`src/rtl/ntt_seq_pkg.sv`:
```
// ntt_seq_pkg: shared state type and sizing helpers
// for the NTT stage sequencer.
package ntt_seq_pkg;

  typedef enum logic [1:0] {
    IDLE,
    RUN,
    DRAIN,
    DONE
  } seq_state_t;

  function automatic int log2c(input int v);
    int r;
    r = 0;
    for (int k = 0; k < 31; k++) begin
      if ((1 << k) < v) r = k + 1;
    end
    return r;
  endfunction

  // Base of stage s in the stage-concatenated twiddle table
  function automatic int tw_base(input int s);
    return (1 << s) - 1;
  endfunction

endpackage

```
`src/rtl/ntt_wb_delay.sv`:
```
// ntt_wb_delay: fixed-latency writeback delay line of
// {valid, idx} with synchronous clear and drain flag.
module ntt_wb_delay
  import ntt_seq_pkg::*;
#(
  parameter int LAT = 4,
  parameter int IW  = 7
) (
  input  logic          clk,
  input  logic          rst_n,
  input  logic          clr,
  input  logic          in_vld,
  input  logic [IW-1:0] in_idx,
  output logic          out_vld,
  output logic [IW-1:0] out_idx,
  output logic          empty
);

  logic [LAT-1:0] vld_q;
  logic [IW-1:0]  idx_q [LAT];

  always_ff @(posedge clk) begin
    if (!rst_n || clr) begin
      vld_q <= '0;
      for (int k = 0; k < LAT; k++) idx_q[k] <= '0;
    end else begin
      vld_q[0] <= in_vld;
      idx_q[0] <= in_idx;
      for (int k = 1; k < LAT; k++) begin
        vld_q[k] <= vld_q[k-1];
        idx_q[k] <= idx_q[k-1];
      end
    end
  end

  // The output slot is retiring now, so it does not count
  always_comb begin
    empty = 1'b1;
    for (int k = 0; k < LAT - 1; k++) begin
      if (vld_q[k]) empty = 1'b0;
    end
  end

  assign out_vld = vld_q[LAT-1];
  assign out_idx = idx_q[LAT-1];

endmodule

```
`src/rtl/ntt_seq_ctrl.sv`:
```
// ntt_seq_ctrl: NTT stage sequencer (issue, drain, bank swap).
// Define NTT_SEQ_PERF_EN to build the cycle/stall counters.
module ntt_seq_ctrl
  import ntt_seq_pkg::*;
#(
  parameter int N       = 256,
  parameter int LOG_N   = log2c(N),
  parameter int BFU_LAT = 4,
  localparam int IW     = LOG_N - 1,
  localparam int SW     = log2c(LOG_N)
) (
  input  logic             clk,
  input  logic             rst_n,
  input  logic             start,
  input  logic             stall,
  input  logic             abort,
  output logic             busy,
  output logic             done,
  output logic [SW-1:0]    stage,
  output logic             bfu_en,
  output logic [IW-1:0]    rd_idx,
  output logic             rd_bank,
  output logic [LOG_N-1:0] tw_addr,
  output logic             wr_en,
  output logic [IW-1:0]    wr_idx,
  output logic             res_bank,
  output logic [31:0]      perf_cycles,
  output logic [31:0]      perf_stalls
);

  localparam logic [IW-1:0] I_LAST = IW'(N / 2 - 1);
  localparam logic [SW-1:0] S_LAST = SW'(LOG_N - 1);

  seq_state_t    state_q, state_d;
  logic [IW-1:0] i_q, i_d;
  logic [SW-1:0] stage_q, stage_d;
  logic          bank_q, bank_d;
  logic          res_q, res_d;
  logic          wb_empty;

  always_ff @(posedge clk) begin
    if (!rst_n) begin
      state_q <= IDLE;
      i_q     <= '0;
      stage_q <= '0;
      bank_q  <= 1'b0;
      res_q   <= 1'b0;
    end else begin
      state_q <= state_d;
      i_q     <= i_d;
      stage_q <= stage_d;
      bank_q  <= bank_d;
      res_q   <= res_d;
    end
  end

  always_comb begin
    state_d = state_q;
    i_d     = i_q;
    stage_d = stage_q;
    bank_d  = bank_q;
    res_d   = res_q;
    bfu_en  = (state_q == RUN) && !stall;
    done    = (state_q == DONE) && !abort;
    if (abort) begin
      state_d = IDLE;
    end else begin
      unique case (state_q)
        IDLE: if (start) begin
          state_d = RUN;
          i_d     = '0;
          stage_d = '0;
          bank_d  = 1'b0;
        end
        RUN: if (!stall) begin
          i_d = i_q + IW'(1);
          if (i_q == I_LAST) state_d = DRAIN;
        end
        DRAIN: if (wb_empty) begin
          if (stage_q == S_LAST) begin
            state_d = DONE;
          end else begin
            state_d = RUN;
            stage_d = stage_q + SW'(1);
            bank_d  = ~bank_q;
          end
        end
        DONE: begin
          state_d = IDLE;
          res_d   = ~bank_q;
        end
        default: state_d = IDLE;
      endcase
    end
  end

  assign busy     = (state_q != IDLE);
  assign stage    = stage_q;
  assign rd_idx   = i_q;
  assign rd_bank  = bank_q;
  assign res_bank = res_q;
  assign tw_addr  = LOG_N'(tw_base(int'(stage_q)))
                  + (LOG_N'(i_q) >> (IW - int'(stage_q)));

  ntt_wb_delay #(
    .LAT (BFU_LAT),
    .IW  (IW)
  ) u_wb (
    .clk     (clk),
    .rst_n   (rst_n),
    .clr     (abort),
    .in_vld  (bfu_en),
    .in_idx  (i_q),
    .out_vld (wr_en),
    .out_idx (wr_idx),
    .empty   (wb_empty)
  );

`ifdef NTT_SEQ_PERF_EN
  logic [31:0] cyc_q, stl_q;

  always_ff @(posedge clk) begin
    if (!rst_n) begin
      cyc_q <= '0;
      stl_q <= '0;
    end else if (state_q == IDLE && start && !abort) begin
      cyc_q <= '0;
      stl_q <= '0;
    end else begin
      if (busy && cyc_q != '1) cyc_q <= cyc_q + 32'd1;
      if (state_q == RUN && stall && stl_q != '1)
        stl_q <= stl_q + 32'd1;
    end
  end

  assign perf_cycles = cyc_q;
  assign perf_stalls = stl_q;
`else
  assign perf_cycles = '0;
  assign perf_stalls = '0;
`endif

endmodule

```
`config.mk`:
```
export PLATFORM = sky130hd
export DESIGN_NAME = ntt_seq_ctrl
export DESIGN_NICKNAME = d
export VERILOG_FILES = /design/src/rtl/ntt_seq_pkg.sv /design/src/rtl/ntt_wb_delay.sv /design/src/rtl/ntt_seq_ctrl.sv
export SDC_FILE = /design/constraint.sdc
export NUM_CORES = 1
export LEC_CHECK = 0
export CAP_MARGIN = 20
export CORE_ASPECT_RATIO = 0.6
export CORE_MARGIN = 2
export CORE_UTILIZATION = 48
export DETAILED_ROUTE_END_ITERATION = 6
export HOLD_SLACK_MARGIN = 0.06
export PLACE_DENSITY = 0.92
export SKIP_CTS_REPAIR_TIMING = 1
export SLEW_MARGIN = 10
export SYNTH_ARGS = -nofsm -noshare
export SYNTH_HDL_FRONTEND = slang
export SYNTH_SLANG_ARGS = --single-unit
```
`constraint.sdc`:
```
create_clock -name clk -period 6.85 [get_ports clk]
set_input_delay 0.685 -clock clk [delete_from_list [all_inputs] [get_ports clk]]
set_output_delay 0.685 -clock clk [all_outputs]
set_load 0.05 [all_outputs]
```
==> results.tsv, run 1 <==
metric	value	unit
run status	completed	
Setup CP Type	reg2out	
number of global-route vias before repair	1601	
commonest non-fill, non-tap cells in the layout	64 x conb_1, 46 x dfxtp_1, 35 x clkdlybuf4s50_1, 32 x and2_1	
pre-CTS worst setup slack	2.507	ns
Final Net Count	364	
transition at the pin with the smallest max-transition slack	0.5491	ns
max-cap viol count	0	
sequential cell area fraction in the yosys report	34.33	%
beginning of the worst register-to-register path	stage[0]$_SDFFE_PN0P_	
insertion delay of the later-clocked pin in the worst-skew pair	0.30	ns
vias per cell	4.527	
buffer depth of the longest clock path	2	
count of cells along the worst hold path	1	
post-synthesis instance area	0.002683	mm2
leakage power	1.271	nW
wire length of the first global-routing pass	7.210	mm
switching power as a share of total power	32.10	%
initial core utilization	48.85	%
drt drc	0	
Slew Limit Headroom	63.06	%
Hold Crit Endpoint	u_wb.idx_q[1][1]$_SDFF_PP0_	
unrepaired setup endpoints after global routing	no	
total wirelength of the detailed-routed design	4.649	mm
portion of total power attributed to combinational logic	17.1	%
YS warnings	0	
non-filler instance count after layout	408	
largest net degree at the start of global routing	36	
most common flop cell mapped by yosys	dfxtp_1	
area overhead of the layout relative to synthesis	10.35	%
number of cell rows	21	
switching power	0.0001821	W
clock-pin transition on the worst setup and hold timing paths	0.09	ns
count of final setup violators	0	
sinks on the clock net	46	
clock tree root driver cell	clkbuf_8	
Syn Inst Count	305	
number of instances in the placed design	400	
arrival time of data at the critical path endpoint	4.00	ns
sum of negative setup slack	0	ns
Final Wtd Congestion	0.8668	
I/O pin total	100	
drt wl/cell	11.39	um
Reg power frac	47.6	%
DP Area	0.002848	mm2
Final WS setup	2.165	ns
flip-flop and latch count after synthesis	46	
Final Hold Slack	0.4240	ns
number of diodes	0	
required time worst endpoint	6.16	ns
skew final	0.007453	ns
1st-iter DRT viols	126	
share of the cycle needed by the critical path after routing	68.40	%
fraction of layout instances using a drive strength above 1	4.425	%
die height	61.91	um
time the final worst path needs with I/O delays and setup	4.685	ns
CTS buffer count	5	
peak fanout along the critical path	14	
aggregate global-route resource usage	14.80	%
Worst Hold Class	reg2reg	
number of distinct library cells after synthesis	42	
number of endpoints with negative hold slack in the final report	0	
via count	1847	
Mean Syn Cell Area	8.795	um2
startpoint type of the worst setup path	flop	
die span in x	100.5	um
final standard cell area without fillers	0.002960	mm2
peak supply drop	97.65	uV
number of enable-type register cells in the synthesized netlist	0	
detailed-placement wirelength estimate	3.530	mm
cell count of the worst reg-to-reg path	5	
Clk network pwr share	35.3	%
Slew Limit Fails	0	
power per cell area	191.6	mW/mm2
Peak Freq	0.2134	GHz
internal power component	0.0003852	W
drt first pass iters	4	
area of the core	0.005492	mm2
endpoint kind of the worst setup timing path	output port	
maximum level of the CTS H-tree	2	
Hold Startpoint	u_wb.idx_q[0][1]$_SDFF_PP0_	
die area	0.006222	mm2
global route overflow	0	
final antenna-violating net count	0	
number of input and output port buffers inserted	35	
setup slack on the worst flop-to-flop path	4.61	ns
post-synthesis async set-or-reset flop share	0	%
antenna violations before repair	0	
endpoint of the lowest-slack register-to-register path	rd_bank$_SDFFE_PN0P_	
clock tree from TritonCTS	done	
count of fill cells added during filler insertion	486	
most common cell after layout, fill and taps aside	conb_1	
cells in the mapped netlist (all sizes together), types with 2 or more instances:
cell	instances	share of area, %
nor2b	3	0.70
nand4	2	0.47
mux2i	3	1.1
ha	20	9.3
nand2	20	2.8
a21oi	7	1.3
xor2	2	0.65
nor2	8	1.1
nand3	10	1.9
and2	32	7.5
or2	2	0.56
mux2	2	0.84
dfxtp	46	34
inv	20	2.8
a21boi	3	0.84
o21ai	9	1.7
buf	65	18
nand2b	3	0.98
or4	3	0.84
o21bai	2	0.56
a211oi	7	2.0
a21o	3	0.84
o31ai	4	1.1
clkbuf	8	1.1
xnor2	8	2.6
registers in the layout (all words and copies together) (netlist names):
| name | cells |
|---|---|
| rd_bank | 1 |
| rd_idx | 7 |
| res_bank | 1 |
| stage | 3 |
| state_q | 2 |
| u_wb.idx_q | 28 |
| u_wb.vld_q | 4 |
kinds of logic after synthesis:
family / count (synthesis) / share of synthesized area [%]
muxes: 5 / 1.959
other: 1 / 0.1398
xor gates and xnor gates: 10 / 3.265
adders and majority gates: 21 / 10.07
buffers and inverters: 93 / 22.01
DFF: 46 / 34.33
AOI/OAI and AO/OA: 41 / 10.12
and+or+nand+nor: 88 / 18.10
final cells by class:
class / count / area [um2] / area share [%]
clock buffers: 5 / 68.82 / 2.325
well taps: 69 / 86.33 / 2.916
repair buffers: 36 / 357.8 / 12.09
inverters: 20 / 75.07 / 2.536
flip-flops and latches: 46 / 920.9 / 31.11
clock inverters: 3 / 43.79 / 1.479
multi-input cells: 229 / 1408 / 47.55
stage by stage:
step / util, % / total power (W)
floorplan: - / 0.0003935
global placement: 51.86 / 0.0003718
detailed placement: 51.86 / 0.0003726
CTS: 53.91 / 0.0005690
global route: 53.91 / 0.0005860
finish: 53.91 / 0.0005672
power groups by stage:
stage	Sequential, W	Clock, W	Combinational (W)
after global routing	0.000270	0.000214	0.000102
after floorplan	0.000277	0	0.000116
after detailed placement	0.000276	0	0.0000962
final	0.000270	0.000200	0.0000969
after CTS	0.000270	0.000203	0.0000963
after global placement	0.000276	0	0.0000955
worst max-delay path, cell delays in order, from the launching register on:
cell and delay (ns):
dfxtp_1 0.64, mux2_2 0.41, nand2_1 0.07, o21ai_0 0.11, mux2i_1 0.16, ha_1 0.16, inv_1 0.04, ha_1 0.22
fa_1 0.44, a211oi_1 0.23, o21bai_1 0.11, a21oi_1 0.19, xnor2_1 0.13, clkdlybuf4s50_1 0.81
layer usage:
metal / global-route usage, % / up-vias / share of wire [%]
li1: - / 939 / -
met1: 18.11 / 845 / 46
met2: 26.17 / 59 / 48
met3: 4.586 / 4 / 6.0
met4: 3.718 / 0 / 0.41
met5: 0 / - / 0
how the worst max path moves through the flow:
stage / startpoint / to / slack (ns) / cells after the start
2_1_floorplan: stage[1]$_SDFFE_PN0P_ / tw_addr[7] / 2.67 / 13
5_1_grt: stage[1]$_SDFFE_PN0P_ / tw_addr[7] / 1.83 / 13
3_5_place_dp: stage[1]$_SDFFE_PN0P_ / tw_addr[7] / 2.51 / 13
4_1_cts: stage[1]$_SDFFE_PN0P_ / tw_addr[7] / 2.17 / 13
6_report: stage[1]$_SDFFE_PN0P_ / tw_addr[7] / 2.16 / 13
3_3_place_gp: stage[1]$_SDFFE_PN0P_ / tw_addr[7] / 2.63 / 13
Note: power is estimated with default switching activity, not from simulation.
==> run 2: changes to the inputs <==
--- a/config.mk
+++ b/config.mk
@@ -8,10 +8,10 @@
 export CAP_MARGIN = 20
 export CORE_ASPECT_RATIO = 0.6
 export CORE_MARGIN = 2
-export CORE_UTILIZATION = 48
+export CORE_UTILIZATION = 45
 export DETAILED_ROUTE_END_ITERATION = 6
 export HOLD_SLACK_MARGIN = 0.06
-export PLACE_DENSITY = 0.92
+export PLACE_DENSITY = 0.87
 export SKIP_CTS_REPAIR_TIMING = 1
 export SLEW_MARGIN = 10
 export SYNTH_ARGS = -nofsm -noshare
==> constraint.sdc (replaced) <==
create_clock -name clk -period 4.7 [get_ports clk]
set_input_delay 0.47 -clock clk [delete_from_list [all_inputs] [get_ports clk]]
set_output_delay 0.47 -clock clk [all_outputs]
set_load 0.05 [all_outputs]
==> run 2 against run 1 <==
  * Via count fell by 0.54%
  * Clock-buffer cell count is the same
  * Critical endpoint unchanged
  * Register-to-register slack got worse by 2.3 ns
  * Critical path depth unchanged
  * Cell area is 0.13% lower
  * Sequential cell count stayed put
  * Global-route usage is 0.65 points lower
  * Die area grew 6.3%
  * Power is 39% higher
==> results.tsv, run 2 (synthesis results as in run 1) <==
metric	value	unit	change
run status	completed		unchanged
1st-iter DRT viols	145		was 126
beginning of the worst register-to-register path	stage[1]$_SDFFE_PN0P_		was stage[0]$_SDFFE_PN0P_
arrival time of data at the critical path endpoint	4.03	ns	was 4.00 ns
Hold Crit Endpoint	u_wb.idx_q[2][0]$_SDFF_PP0_		was u_wb.idx_q[1][1]$_SDFF_PP0_
drt first pass iters	4		unchanged
register containing the most flip-flops in the final layout	u_wb.idx_q		unchanged
drt wl/cell	10.97	um	was 11.39 um
Slew Limit Headroom	55.41	%	was 63.06%
buffer depth of the longest clock path	2		unchanged
clock tree from TritonCTS	done		unchanged
cell count of the worst reg-to-reg path	5		unchanged
sinks on the clock net	46		unchanged
Cell Chain, Critical Path	mux2_2 -> nand2_1 -> o21ai_0 -> a22oi_1 -> ha_1 -> inv_1 -> ha_1 -> fa_1 -> a211oi_1 -> o21bai_1 -> a21oi_1 -> xnor2_1 -> clkdlybuf4s50_1		was mux2_2 -> nand2_1 -> o21ai_0 -> mux2i_1 -> ha_1 -> inv_1 -> ha_1 -> fa_1 -> a211oi_1 -> o21bai_1 -> a21oi_1 -> xnor2_1 -> clkdlybuf4s50_1
Worst Hold Class	reg2reg		unchanged
slowest CP cell	clkdlybuf4s50_1		unchanged
via count	1837		was 1847
initial core utilization	47.27	%	was 48.85%
endpoint kind of the worst setup timing path	output port		unchanged
most common cell after layout, fill and taps aside	conb_1		unchanged
share of the cycle needed by the critical path after routing	95.65	%	
wire length of the first global-routing pass	7.507	mm	was 7.210 mm
total power	0.0007861	W	was 0.0005672 W
Hold Startpoint	u_wb.idx_q[1][0]$_SDFF_PP0_		was u_wb.idx_q[0][1]$_SDFF_PP0_
Setup CP Type	reg2out		unchanged
die height	63.81	um	was 61.91 um
max-cap viol count	0		unchanged
I/O pin total	100		unchanged
leakage power	1.258	nW	was 1.271 nW
total wirelength of the detailed-routed design	4.598	mm	was 4.649 mm
insertion delay of the later-clocked pin in the worst-skew pair	0.30	ns	about the same
Final WS setup	0.2045	ns	was 2.165 ns
largest incremental delay on the critical path	0.82	ns	was 0.81 ns
detailed-placement wirelength estimate	3.599	mm	was 3.530 mm
power per cell area	265.9	mW/mm2	was 191.6 mW/mm2
clock tree root driver cell	clkbuf_8		unchanged
count of final setup violators	0		unchanged
commonest non-fill, non-tap cells in the layout	64 x conb_1, 45 x dfxtp_1, 35 x clkdlybuf4s50_1, 32 x and2_1		was 64 x conb_1, 46 x dfxtp_1, 35 x clkdlybuf4s50_1, 32 x and2_1
aggregate global-route resource usage	14.15	%	was 14.80%
Final Wtd Congestion	0.8586		was 0.8668
number of instances in the placed design	411		was 400
drt drc	0		unchanged
number of endpoints with negative hold slack in the final report	0		unchanged
global route overflow	0		unchanged
CTS buffer count	5		unchanged
setup slack on the worst flop-to-flop path	2.34	ns	was 4.61 ns
transition at the pin with the smallest max-transition slack	0.6627	ns	was 0.5491 ns
count of cells along the worst hold path	1		unchanged
fraction of layout instances using a drive strength above 1	4.720	%	was 4.425%
non-filler instance count after layout	419		was 408
die area	0.006615	mm2	was 0.006222 mm2
skew final	0.008109	ns	was 0.007453 ns
number of cell rows	21		unchanged
most repeated library cell on the critical path	ha_1		unchanged
Final Net Count	364		unchanged
maximum level of the CTS H-tree	2		unchanged
number of diodes	0		unchanged
peak fanout along the critical path	14		unchanged
count of fill cells added during filler insertion	543		was 486
antenna violations before repair	0		unchanged
Slew Limit Fails	0		unchanged
Peak Freq	0.2224	GHz	
final antenna-violating net count	0		unchanged
area overhead of the layout relative to synthesis	10.21	%	was 10.35%
clock-pin transition on the worst setup and hold timing paths	0.09	ns	about the same
startpoint type of the worst setup path	flop		unchanged
time the final worst path needs with I/O delays and setup	4.496	ns	
endpoint of the lowest-slack register-to-register path	rd_bank$_SDFFE_PN0P_		unchanged
vias per cell	4.384		was 4.527
area of the core	0.005675	mm2	was 0.005492 mm2
largest net degree at the start of global routing	36		unchanged
sum of negative setup slack	0	ns	unchanged
number of flip-flops in the largest register	28		unchanged
number of input and output port buffers inserted	35		unchanged
required time worst endpoint	4.23	ns	was 6.16 ns
peak supply drop	127.6	uV	was 97.65 uV
pre-CTS worst setup slack	0.5595	ns	was 2.507 ns
number of global-route vias before repair	1584		was 1601
die span in x	103.7	um	was 100.5 um
unrepaired setup endpoints after global routing	no		unchanged
-- run 2: worst max-delay path by stage --
stage,slack [ns],cells after the start,endpoint,startpoint
after floorplan,0.73,13,tw_addr[7],stage[1]$_SDFFE_PN0P_
after global placement,0.64,13,tw_addr[7],stage[1]$_SDFFE_PN0P_
after detailed placement,0.56,13,tw_addr[7],stage[1]$_SDFFE_PN0P_
after CTS,0.22,13,tw_addr[7],stage[1]$_SDFFE_PN0P_
after global routing,0.05,13,tw_addr[7],stage[1]$_SDFFE_PN0P_
final,0.20,13,tw_addr[7],stage[1]$_SDFFE_PN0P_
-- run 2: cell type report --
class,instances,area [um2],area share [%]
Multi-Input combinational cell,229,1408,47.61
Sequential cell,46,922.1,31.19
Timing Repair Buffer,36,357.8,12.10
Tap cell,80,100.1,3.386
Inverter,20,75.07,2.539
Clock buffer,5,68.82,2.328
Clock inverter,3,25.02,0.8464
-- run 2: worst max-delay path: cells and delay by family (launching register included) --
family | cells | cell delay [ns]
AO/OA/AOI/OAI | 5 | 0.80
adder cells (fa/ha/maj) | 3 | 0.81
buffers and inverters | 2 | 0.86
multiplexers | 1 | 0.40
AND/OR/NAND/NOR | 1 | 0.07
flip-flops | 1 | 0.64
XOR/XNOR | 1 | 0.13
-- run 2: stage by stage --
step                hold WS [ns]  instance area, um2  utilization (%)
floorplan                 0.4057                2919                -
global placement          0.4079                2861            50.42
detailed placement        0.4097                2861            50.42
CTS                       0.4272                2955            52.07
global route              0.4442                2957            52.09
finish                    0.4259                2957            52.09
-- run 2: routing by layer --
metal | part of all wire (%) | wire length, um | vias to the layer above | track usage (%)
met5 | 0 | 0 | - | 0
met4 | 1.2 | 53 | 0 | 3.547
met3 | 6.3 | 288 | 7 | 3.980
met2 | 46 | 2109 | 60 | 21.94
met1 | 47 | 2147 | 829 | 19.58
li1 | - | - | 941 | -
-- run 2: power breakdown --
group          leakage, nW  switching [W]  internal (W)
registers            0.371     0.00000285      0.000391
clock network       0.0447       0.000144      0.000107
logic                0.842       0.000130     0.0000112
